File: config.mk
export PLATFORM = sky130hd
export DESIGN_NAME = ahb_master_xfer_ctrl
export DESIGN_NICKNAME = d
export VERILOG_FILES = /design/src/rtl/ahb_master_xfer_ctrl.sv
export SDC_FILE = /design/constraint.sdc
export NUM_CORES = 1
export LEC_CHECK = 0
export CAP_MARGIN = 20
export CORE_MARGIN = 2
export CORE_UTILIZATION = 43
export DETAILED_ROUTE_END_ITERATION = 8
export HOLD_SLACK_MARGIN = 0.03
export PLACE_DENSITY = 0.87
export SETUP_SLACK_MARGIN = 0.4
export SLEW_MARGIN = 10
export SYNTH_ARGS = -nofsm -noshare
export SYNTH_HDL_FRONTEND = slang
export SYNTH_SLANG_ARGS = --single-unit
File: constraint.sdc
create_clock -name HCLK -period 2.1 [get_ports HCLK]
set_input_delay 0.525 -clock HCLK [delete_from_list [all_inputs] [get_ports HCLK]]
set_output_delay 0.525 -clock HCLK [all_outputs]
set_load 0.05 [all_outputs]
File: src/rtl/ahb_master_xfer_ctrl.sv
// ahb_master_xfer_ctrl: AHB-Lite initiator that runs one single-word NONSEQ transfer per client request.
//   Client side : req_valid/req_ready/req_write/req_addr/req_wdata in, rsp_valid/rsp_error/rsp_timeout/rsp_rdata out.
//   AHB side    : HADDR/HTRANS/HWRITE/HSIZE/HWDATA out, HRDATA/HREADY/HRESP in.
//   HCLK rising edge, HRESETn synchronous active-low.
module ahb_master_xfer_ctrl #(
    parameter int ADDR_W     = 32,
    parameter int DATA_W     = 32,
    parameter int WAIT_LIMIT = 16
) (
    input  logic              HCLK,
    input  logic              HRESETn,
    input  logic              req_valid,
    output logic              req_ready,
    input  logic              req_write,
    input  logic [ADDR_W-1:0] req_addr,
    input  logic [DATA_W-1:0] req_wdata,
    output logic              rsp_valid,
    output logic              rsp_error,
    output logic              rsp_timeout,
    output logic [DATA_W-1:0] rsp_rdata,
    output logic [ADDR_W-1:0] HADDR,
    output logic [1:0]        HTRANS,
    output logic              HWRITE,
    output logic [2:0]        HSIZE,
    output logic [DATA_W-1:0] HWDATA,
    input  logic [DATA_W-1:0] HRDATA,
    input  logic              HREADY,
    input  logic              HRESP
);
    localparam logic [1:0] S_IDLE = 2'd0;
    localparam logic [1:0] S_ADDR = 2'd1;
    localparam logic [1:0] S_DATA = 2'd2;
    localparam logic [1:0] S_ERR  = 2'd3;
    localparam int CW = (WAIT_LIMIT > 1) ? $clog2(WAIT_LIMIT) : 1;
    localparam logic [CW-1:0] LIM_M1 = CW'((WAIT_LIMIT > 0) ? WAIT_LIMIT - 1 : 0);

    logic [1:0]        state_q, state_d;
    logic [ADDR_W-1:0] haddr_q, haddr_d;
    logic [1:0]        htrans_q, htrans_d;
    logic              hwrite_q, hwrite_d;
    logic [DATA_W-1:0] hwdata_q, hwdata_d;
    logic [DATA_W-1:0] wdata_q, wdata_d;
    logic [CW-1:0]     cnt_q, cnt_d;
    logic              rsp_valid_q, rsp_valid_d;
    logic              rsp_error_q, rsp_error_d;
    logic              rsp_timeout_q, rsp_timeout_d;
    logic [DATA_W-1:0] rsp_rdata_q, rsp_rdata_d;
    logic              wait_edge, timeout;

    assign wait_edge = (state_q == S_ADDR || state_q == S_DATA) && !HREADY;
    // The edge that would make the count reach the limit fires the timeout.
    assign timeout   = (WAIT_LIMIT != 0) && wait_edge && (cnt_q == LIM_M1);

    always_comb begin
        state_d       = state_q;
        haddr_d       = haddr_q;
        htrans_d      = htrans_q;
        hwrite_d      = hwrite_q;
        hwdata_d      = hwdata_q;
        wdata_d       = wdata_q;
        cnt_d         = (wait_edge && cnt_q != '1) ? cnt_q + CW'(1) : cnt_q;
        rsp_valid_d   = 1'b0;
        rsp_error_d   = 1'b0;
        rsp_timeout_d = 1'b0;
        rsp_rdata_d   = '0;
        if (timeout) begin
            state_d       = S_IDLE;
            htrans_d      = 2'b00;
            hwdata_d      = '0;
            rsp_valid_d   = 1'b1;
            rsp_error_d   = 1'b1;
            rsp_timeout_d = 1'b1;
        end else begin
            case (state_q)
                S_IDLE: if (req_valid) begin
                    state_d  = S_ADDR;
                    htrans_d = 2'b10;
                    haddr_d  = req_addr;
                    hwrite_d = req_write;
                    wdata_d  = req_wdata;
                    cnt_d    = '0;
                end
                S_ADDR: if (HREADY) begin
                    state_d  = S_DATA;
                    htrans_d = 2'b00;
                    hwdata_d = hwrite_q ? wdata_q : '0;
                end
                S_DATA: if (HREADY) begin
                    // HRESP with HREADY and no first ERROR cycle is a protocol violation, reported as error.
                    state_d     = S_IDLE;
                    hwdata_d    = '0;
                    rsp_valid_d = 1'b1;
                    rsp_error_d = HRESP;
                    rsp_rdata_d = (!HRESP && !hwrite_q) ? HRDATA : '0;
                end else if (HRESP) begin
                    state_d = S_ERR;
                end
                default: begin
                    state_d     = S_IDLE;
                    hwdata_d    = '0;
                    rsp_valid_d = 1'b1;
                    rsp_error_d = 1'b1;
                end
            endcase
        end
    end

    always_ff @(posedge HCLK) begin
        if (!HRESETn) begin
            state_q       <= S_IDLE;
            haddr_q       <= '0;
            htrans_q      <= 2'b00;
            hwrite_q      <= 1'b0;
            hwdata_q      <= '0;
            wdata_q       <= '0;
            cnt_q         <= '0;
            rsp_valid_q   <= 1'b0;
            rsp_error_q   <= 1'b0;
            rsp_timeout_q <= 1'b0;
            rsp_rdata_q   <= '0;
        end else begin
            state_q       <= state_d;
            haddr_q       <= haddr_d;
            htrans_q      <= htrans_d;
            hwrite_q      <= hwrite_d;
            hwdata_q      <= hwdata_d;
            wdata_q       <= wdata_d;
            cnt_q         <= cnt_d;
            rsp_valid_q   <= rsp_valid_d;
            rsp_error_q   <= rsp_error_d;
            rsp_timeout_q <= rsp_timeout_d;
            rsp_rdata_q   <= rsp_rdata_d;
        end
    end

    assign req_ready   = HRESETn && (state_q == S_IDLE);
    assign rsp_valid   = rsp_valid_q;
    assign rsp_error   = rsp_error_q;
    assign rsp_timeout = rsp_timeout_q;
    assign rsp_rdata   = rsp_rdata_q;
    assign HADDR       = haddr_q;
    assign HTRANS      = htrans_q;
    assign HWRITE      = hwrite_q;
    assign HSIZE       = 3'b010;
    assign HWDATA      = hwdata_q;
endmodule

; After elaboration in Yosys (flattened, before gate mapping)
; Index checks and enable logic that the tools add are counted.
[word_totals]
regBits = 140
latch_bits = 0
ram_bits = 0
romBits = 0
in_bits = 102
out_inout_bits = 106
elab_cells = 67
mem_count = 0
[op_classes]
n_addsub = 1
mul = 0
div = 0
magnitude_cmp = 0
n_eq_ne = 8
shifts = 0
muxes = 23
bitwise = 6
reduce_logical = 18
[op_table]
columns = cell, n
row1 = 32-bit two-way mux, 3
row2 = 32-bit case mux with 3 select lines, 1
row3 = 4-bit two-way mux, 4
row4 = 2-bit two-way mux, 6
row5 = 3-bit AND reduction, 4
row6 = 2-bit != test (second input constant), 3
row7 = 1-bit inverter, 6
row8 = 2-bit case mux with 3 select lines, 1
row9 = 1-bit logical AND, 5
row10 = 1-bit two-way mux, 5
row11 = 5-bit OR reduction, 1
row12 = 4-bit by 1-bit adder with 4-bit output (second input constant), 1
row13 = 4-bit == test (second input constant), 1
row14 = 4-bit != test (second input constant), 1
row15 = 1-bit case mux with 2 select lines, 2
row16 = 2-bit case mux with 2 select lines, 1
row17 = 2-bit OR reduction, 2
row18 = 1-bit zero test, 3
row19 = 3-bit != test (second input constant), 1
row20 = 2-bit by 1-bit == test with 1-bit output (second input constant), 1
row21 = 2-bit == test (second input constant), 1
row22 = 2-bit zero test, 1
row23 = 2-bit nonzero test, 1
row24 = 1-bit logical OR, 1

; Longest topological paths before layout
; Gate-level depths: netlist (run 1).
[depth]
depth_word = 8
depth_mapped = 8
depth_no_buf = 6

; Worst setup path after synthesis (run 1)
; No wires, ideal clock.
[synth_timing]
kind = input to output
start = input HRESETn
end = output req_ready
t_arrival_ns = 1.394
t_required_ns = 1.575
path_slack_ns = 0.181
stages = 3
path_buffers = 2
path_cell_list = buf_2 > clkbuf_1 > and2_1
[synth_between]
elab_chain_cells = 1
[synth_lines]
columns = item, line
row1 = "start, declared", 11  ; input logic HRESETn,
row2 = 1-bit logical AND, 136  ; assign req_ready = HRESETn && (state_q == S_IDLE);
row3 = "end, declared", 13  ; output logic req_ready,
; No other way between the ends.

; Worst setup path in the final report (run 1)
[layout_timing]
start = register state_q[0]
end = output req_ready
[layout_between]
elab_chain_cells = 2
[layout_lines]
columns = item, line
row1 = "start, declared", 37  ; logic [1:0] state_q, state_d;
row2 = "start signal, assigned", 122  ; state_q <= state_d;
row3 = 2-bit zero test, 136
row4 = 1-bit logical AND, 136
; No other way between the ends.

==> results.cfg, run 1 <==
[run_status]
outcome = finished clean

[route]
wl_met3_um = 1320
wl_per_cell_um = 16.0
drt-met1-wl_um = 5820
drt_iter0_markers = 311
vias_per_cell = 5.14
met2_length_um = 7610
route.vias.total = 4801
ant_nets = 0
drcViolationCount = 0
top_layer = met4
drt-total-wl_um = 15000
drt_pass1_iterations = 5

[yosys]
ys_ff_latch = 139
syn_area_per_cell_sq_um = 8.77
syn_inst = 572
yosysUniqueCellTypes = 32
synth_simple_gate_area_share_pct = 24.2
synth.area.top_cells = dfxtp_1, nand3_1, nand2_1
synth-seq-area-share_pct = 55.5
synthAdderAreaFrac_pct = 1.25
synth_top_family_by_area = simple AND/OR/NAND/NOR gates
synth_top_area_share_pct = 55.5
synth_compound_area_share_pct = 12.4
synth-warning-count = 0
synth_xor_area_share_pct = 0.349
synth_top_area_cell = dfxtp_1
synthesis.area_sq_um = 5020
muxShareOfSynthArea_pct = 0.200

[critical_path]
required_ns = 1.57
rr_startpoint = state_q[0]
cp-end-kind = output port
crit_chain = inv_4, ha_4, and2_4, buf_12
path_buf_inv = 2
cp.depth = 4
crit_slowest_cell = dfxtp_4
worst-path-max-fanout = 2
crit_family = flip-flops
cp-startpoint = state_q[0]
reg2reg_to = cnt_q[1]
critPathLaunchType = flip-flop
max_stage_delay_ns = 0.36
crit_type = flip-flop to output port
cp_data_arrival_time_ns = 1.24
endpoint = req_ready
regToRegSetupSlack_ns = 0.43
worstRegToRegCells = 8

[clock_network]
cts_root_buf = clkbuf_16
cts_tree = built
hold_buffers = 0
cts_sinks = 139
insertion_delay_ns = 0.40
clk_pin_slew_ns = 0.06
cts_inserted_buffers = 17
cts_max_level = 4
max-clock-path-buffers = 2

[global_route]
antenna_found_initial = 0
grt_pass1_wl_um = 22600
grtUsageTotal_pct = 22.1
grt_pass1_vias = 4705
grt_overflow = 0
grt_max_degree = 72

[floorplan]
die_area_sq_um = 12500
initial_core_util_pct = 43.9
ios = 208
fp.dieH_um = 112
row_count = 39
die_w_um = 112
core_sq_um = 11400

[layout]
final_nets = 885
n_fill_cell = 813
drive_gt1_share_pct = 23.1
final_cells = 934
area_growth_syn_to_layout_pct = 64.1
insertedDiodeCount = 0

[placement]
place.port_buffers = 203
dp_hpwl_um = 9040
place_inst = 882
place_congestion = 0.798

[worst_hold_path]
min-delay-start = HWDATA[28]
hold_class = flip-flop to flip-flop

[pwr]
vdd_ir_drop_max_uv = 663
leakage_nw = 3.12
powerDensity_nw_per_um2 = 1180

[timing]
finalClockSkew_ns = 0.00939
hold_violations = 0
finalSetupViolations = 0
tightest_slew_ns = 0.679
rsz0062_at_grt = true
fmax_mhz = 567
finalCritPeriodShare_pct = 84.0
slew_violations = 0
fin_crit_ns = 1.76
max_slew_margin_pct = 54.7
final.setup.tns_ns = 0

[run]
drv_cap = 0
==> worst min-delay path by stage <==
stage / end / slack (ns) / depth (start not counted)
finish: HWDATA[28] / 0.45 / 2
global route: HWDATA[28] / 0.46 / 2
CTS: HWDATA[26] / 0.45 / 2
detailed placement: HWDATA[28] / 0.45 / 2
global placement: HWDATA[5] / 0.44 / 2
floorplan: wdata_q[0] / 0.44 / 2
==> per-layer routing <==
metal	vias to the layer above	global-route usage, %
met5	-	0
met4	0	7.56
met3	19	7.95
met2	219	38.7
met1	2237	25.0
li1	2326	-
==> sequential cells by signal (all words and copies together), names as in the netlist <==
register     count
cnt_q            4
rsp_timeout      1
state_q          2
HTRANS           1
rsp_valid        1
rsp_rdata       32
HWRITE           1
HADDR           32
rsp_error        1
wdata_q         32
HWDATA          32
==> power by group <==
group / total (mW) / leakage, nW / internal [mW] / switching, mW
sequential: 3.16 / 1.13 / 2.98 / 0.183
clock: 3.27 / 0.309 / 2.17 / 1.10
combinational: 3.33 / 1.67 / 1.35 / 1.98
total: 9.76 / 3.12 / 6.49 / 3.26
==> cells in the final DEF (no fill, tap or decap), drive strengths merged, types with 2 or more instances in the layout <==
master           n
a21boi           3
a21oi           38
and2            35
buf             32
bufinv           5
clkbuf          28
clkdlybuf4s15   94
clkdlybuf4s18    2
clkdlybuf4s50  100
clkinv           3
clkinvlp         3
conb             4
dfxtp          139
ha               5
inv              4
nand2          103
nand2b           2
nand3          102
nor2             9
o211ai           2
o21ai           67
xor2             2
==> stage by stage <==
stage | util (%) | hold WS, ns | cell area, sq um | setup WS (ns) | power (mW)
after floorplan | - | 0.437 | 5030 | 0.424 | 4.90
after global placement | 62.2 | 0.439 | 7100 | 0.0373 | 5.72
after detailed placement | 62.2 | 0.445 | 7100 | -0.000910 | 5.81
after CTS | 69.9 | 0.451 | 7990 | 0.342 | 9.25
after global routing | 72.1 | 0.465 | 8230 | 0.304 | 10.1
final | 72.1 | 0.449 | 8230 | 0.335 | 9.76
==> synth_stat cells <==
cell type / instances
a211o_1: 1
nand2b_1: 2
o21ai_4: 1
nand3b_4: 1
dfxtp_1: 139
conb_1: 2
o21ai_0: 47
a21oi_1: 38
and3_1: 1
o21ai_1: 19
nor4_4: 1
and2_1: 35
buf_6: 8
inv_1: 4
buf_2: 6
o221a_2: 1
o21a_1: 1
buf_4: 6
ha_1: 5
mux2i_1: 1
nand3_1: 102
nor2b_1: 1
clkbuf_2: 3
nand2_1: 103
buf_1: 4
a211oi_1: 1
nor2_1: 9
o211ai_1: 1
xor2_1: 2
a21boi_0: 3
clkbuf_1: 23
o211ai_4: 1
==> kinds of logic (layout without fill, tap and decap cells) <==
logic type / after synthesis / count (layout)
AO/OA/AOI/OAI: 114 / 114
XOR/XNOR: 2 / 2
adder cells (fa/ha/maj): 5 / 5
buffers and inverters: 54 / 271
flip-flops: 139 / 139
multiplexers: 1 / 1
other: 2 / 4
AND/OR/NAND/NOR: 255 / 255
==> worst register-to-register path, cell delays in order (launching register included) <==
cell      delay, ns
dfxtp_4        0.36
inv_4          0.04
ha_4           0.27
nand3b_4       0.13
o211ai_4       0.23
buf_12         0.19
buf_8          0.14
nand2_1        0.09
a21oi_1        0.17
==> area by class of cell <==
type,instances,area [sq um],share of cell area [%]
flip-flops and latches,139,2790,33.9
repair buffers,235,2600,31.6
multi-input cells,381,2000,24.3
clock buffers,21,460,5.59
clock inverters,11,191,2.33
well taps,143,179,2.17
inverters,4,17.5,0.213
==> what timing repair did <==
item / in CTS / in global routing
pin swaps: 1 / 9
buffers inserted: 7 / 5
endpoints found under the setup margin: 235 / 110
gates resized for setup: 306 / 25
gates cloned: 1 / 7
Power figures use the tool's default switching activity.
==> inputs of run 2 (changes only) <==
Clock period 2.1 ns to 1.7 ns, I/O delays scaled along.
==> results.cfg, run 2 (synthesis gave the netlist of run 1 again) <==
[critical_path]
cp_data_arrival_time_ns = 2.11
crit_type = flip-flop to flip-flop
path_buf_inv = 5
required_ns = 2.02
crit_family = buffers and inverters
critPathLaunchType = flip-flop
max_stage_delay_ns = 0.36
crit_slowest_cell = dfxtp_4
cp-end-kind = flip-flop
worst-path-max-fanout = 5
cp_common_cell = buf_12
crit_chain = inv_4, ha_4, nand3b_4, o211ai_4, buf_12, buf_12, buf_12, buf_16, nand3_2, o21ai_1

[route]
drt_iter0_markers = 613
ant_nets = 0
met2_length_um = 12100
drt_pass1_iterations = 5
drt-met1-wl_um = 7670
wl_per_cell_um = 22.4
top_layer = met4
vias_per_cell = 5.68
wl_met3_um = 1880
drt-total-wl_um = 22800
route.vias.total = 5775
drcViolationCount = 0

[run_status]
violations = setup timing
outcome = complete, but fails checks

[timing]
slew_violations = 0
fmax_mhz = 558
setup_ws_ns = -0.0910
rsz0062_at_grt = true
final.setup.tns_ns = -2.71
finalSetupViolations = 97
hold_violations = 0
finalClockSkew_ns = 0.0135
finalCritPeriodShare_pct = 105
fin_crit_ns = 1.79

[floorplan]
row_count = 39
die_area_sq_um = 12500
fp.dieH_um = 112
ios = 208
initial_core_util_pct = 43.9
core_sq_um = 11400
die_w_um = 112

[clock_network]
clk_pin_slew_ns = 0.06
cts_inserted_buffers = 17
cts_sinks = 139
insertion_delay_ns = 0.41
max-clock-path-buffers = 2
cts_max_level = 4
cts_tree = built
hold_buffers = 0
cts_root_buf = clkbuf_16

[pwr]
vdd_ir_drop_max_uv = 963
leakage_nw = 4.20
power.total_mw = 14.3
powerDensity_nw_per_um2 = 1390

[global_route]
grt_max_degree = 73
grt_pass1_wl_um = 30100
antenna_found_initial = 1
grtUsageTotal_pct = 30.3
grt_pass1_vias = 5747
grt_overflow = 0

[placement]
place.port_buffers = 203
place_congestion = 0.754
dp_hpwl_um = 8910

[layout]
final_common_cell = buf_8
most-common-layout-cells = buf_8, nand2_1, clkdlybuf4s50_1
area_growth_syn_to_layout_pct = 105
final_nets = 966
drive_gt1_share_pct = 50.1

[run]
drv_cap = 0

[worst_hold_path]
hold_class = flip-flop to flip-flop
-- run 2: cell count changes in the layout (fill, tap and decap cells not counted), sizes merged --
cell / delta
buf: +178
bufinv: -3
clkbuf: -3
clkdlybuf4s15: -94
clkdlybuf4s18: -2
clkinv: +2
diode: +1
inv: +3
-- run 2: worst register-to-register path, delay by kind of cell (launching register included) --
kind / cells / cell delay, ns
AOI/OAI and AO/OA: 2 / 0.34
adders and majority gates: 1 / 0.28
buffers and inverters: 5 / 0.56
DFF: 1 / 0.36
and+or+nand+nor: 2 / 0.16
-- run 2: worst paths after layout --
check | startpoint | endpoint | slack [ns] | depth (start not counted)
setup / recovery | state_q[0] | HWRITE | -0.09 | 10
hold / removal | HWDATA[1] | HWDATA[1] | 0.47 | 2
setup reg to reg | state_q[0] | HWRITE | -0.09 | 10
hold reg to reg | HWDATA[1] | HWDATA[1] | 0.47 | 2
-- run 2: layer usage --
metal / vias up / track usage [%]
met5: - / 0
met4: 0 / 14.8
met3: 91 / 7.84
met2: 400 / 55.1
met1: 2786 / 32.6
li1: 2498 / -
-- run 2: per-stage QoR --
step / std cells / hold slack, ns / cell area (sq um) / setup WS (ns) / util [%]
floorplan: 574 / 0.434 / 5140 / 0.181 / -
global placement: 887 / 0.441 / 7050 / -0.187 / 61.7
detailed placement: 887 / 0.446 / 7050 / -0.242 / 61.7
CTS: 984 / 0.458 / 9510 / 0.0185 / 83.3
global route: 1016 / 0.485 / 10300 / -0.144 / 90.0
finish: 1016 / 0.473 / 10300 / -0.0910 / 90.0
-- run 2: cell type report --
type	instances	area, sq um
diodes	1	2.50
repair buffers	316	4230
clock buffers	19	443
well taps	143	179
multi-input cells	381	2330
clock inverters	13	141
flip-flops and latches	139	2940
fillers	432	1140
inverters	4	17.5
-- run 2: repair_timing --
| action | CTS | global route |
|---|---|---|
| buffers inserted | 43 | 25 |
| hold endpoints to repair | 0 | 0 |
| cloned | 22 | 6 |
| pin swaps | 21 | 36 |
| gates resized for setup | 320 | 140 |
| endpoints found under the setup margin | 240 | 241 |
-- run 2: power by group --
group | total, mW | switching, mW | internal (mW) | leakage, nW
Clock | 3.74 | 1.53 | 2.21 | 0.280
Sequential | 4.10 | 0.374 | 3.73 | 1.18
Combinational | 6.50 | 3.25 | 3.25 | 2.74
Total | 14.3 | 5.15 | 9.19 | 4.20
==> inputs of run 3 (changes only) <==
Settings changed: SLEW_MARGIN 10 to 20.
==> results of run 3 <==
The final DEF is identical to that of run 2; final timing and power are the same.
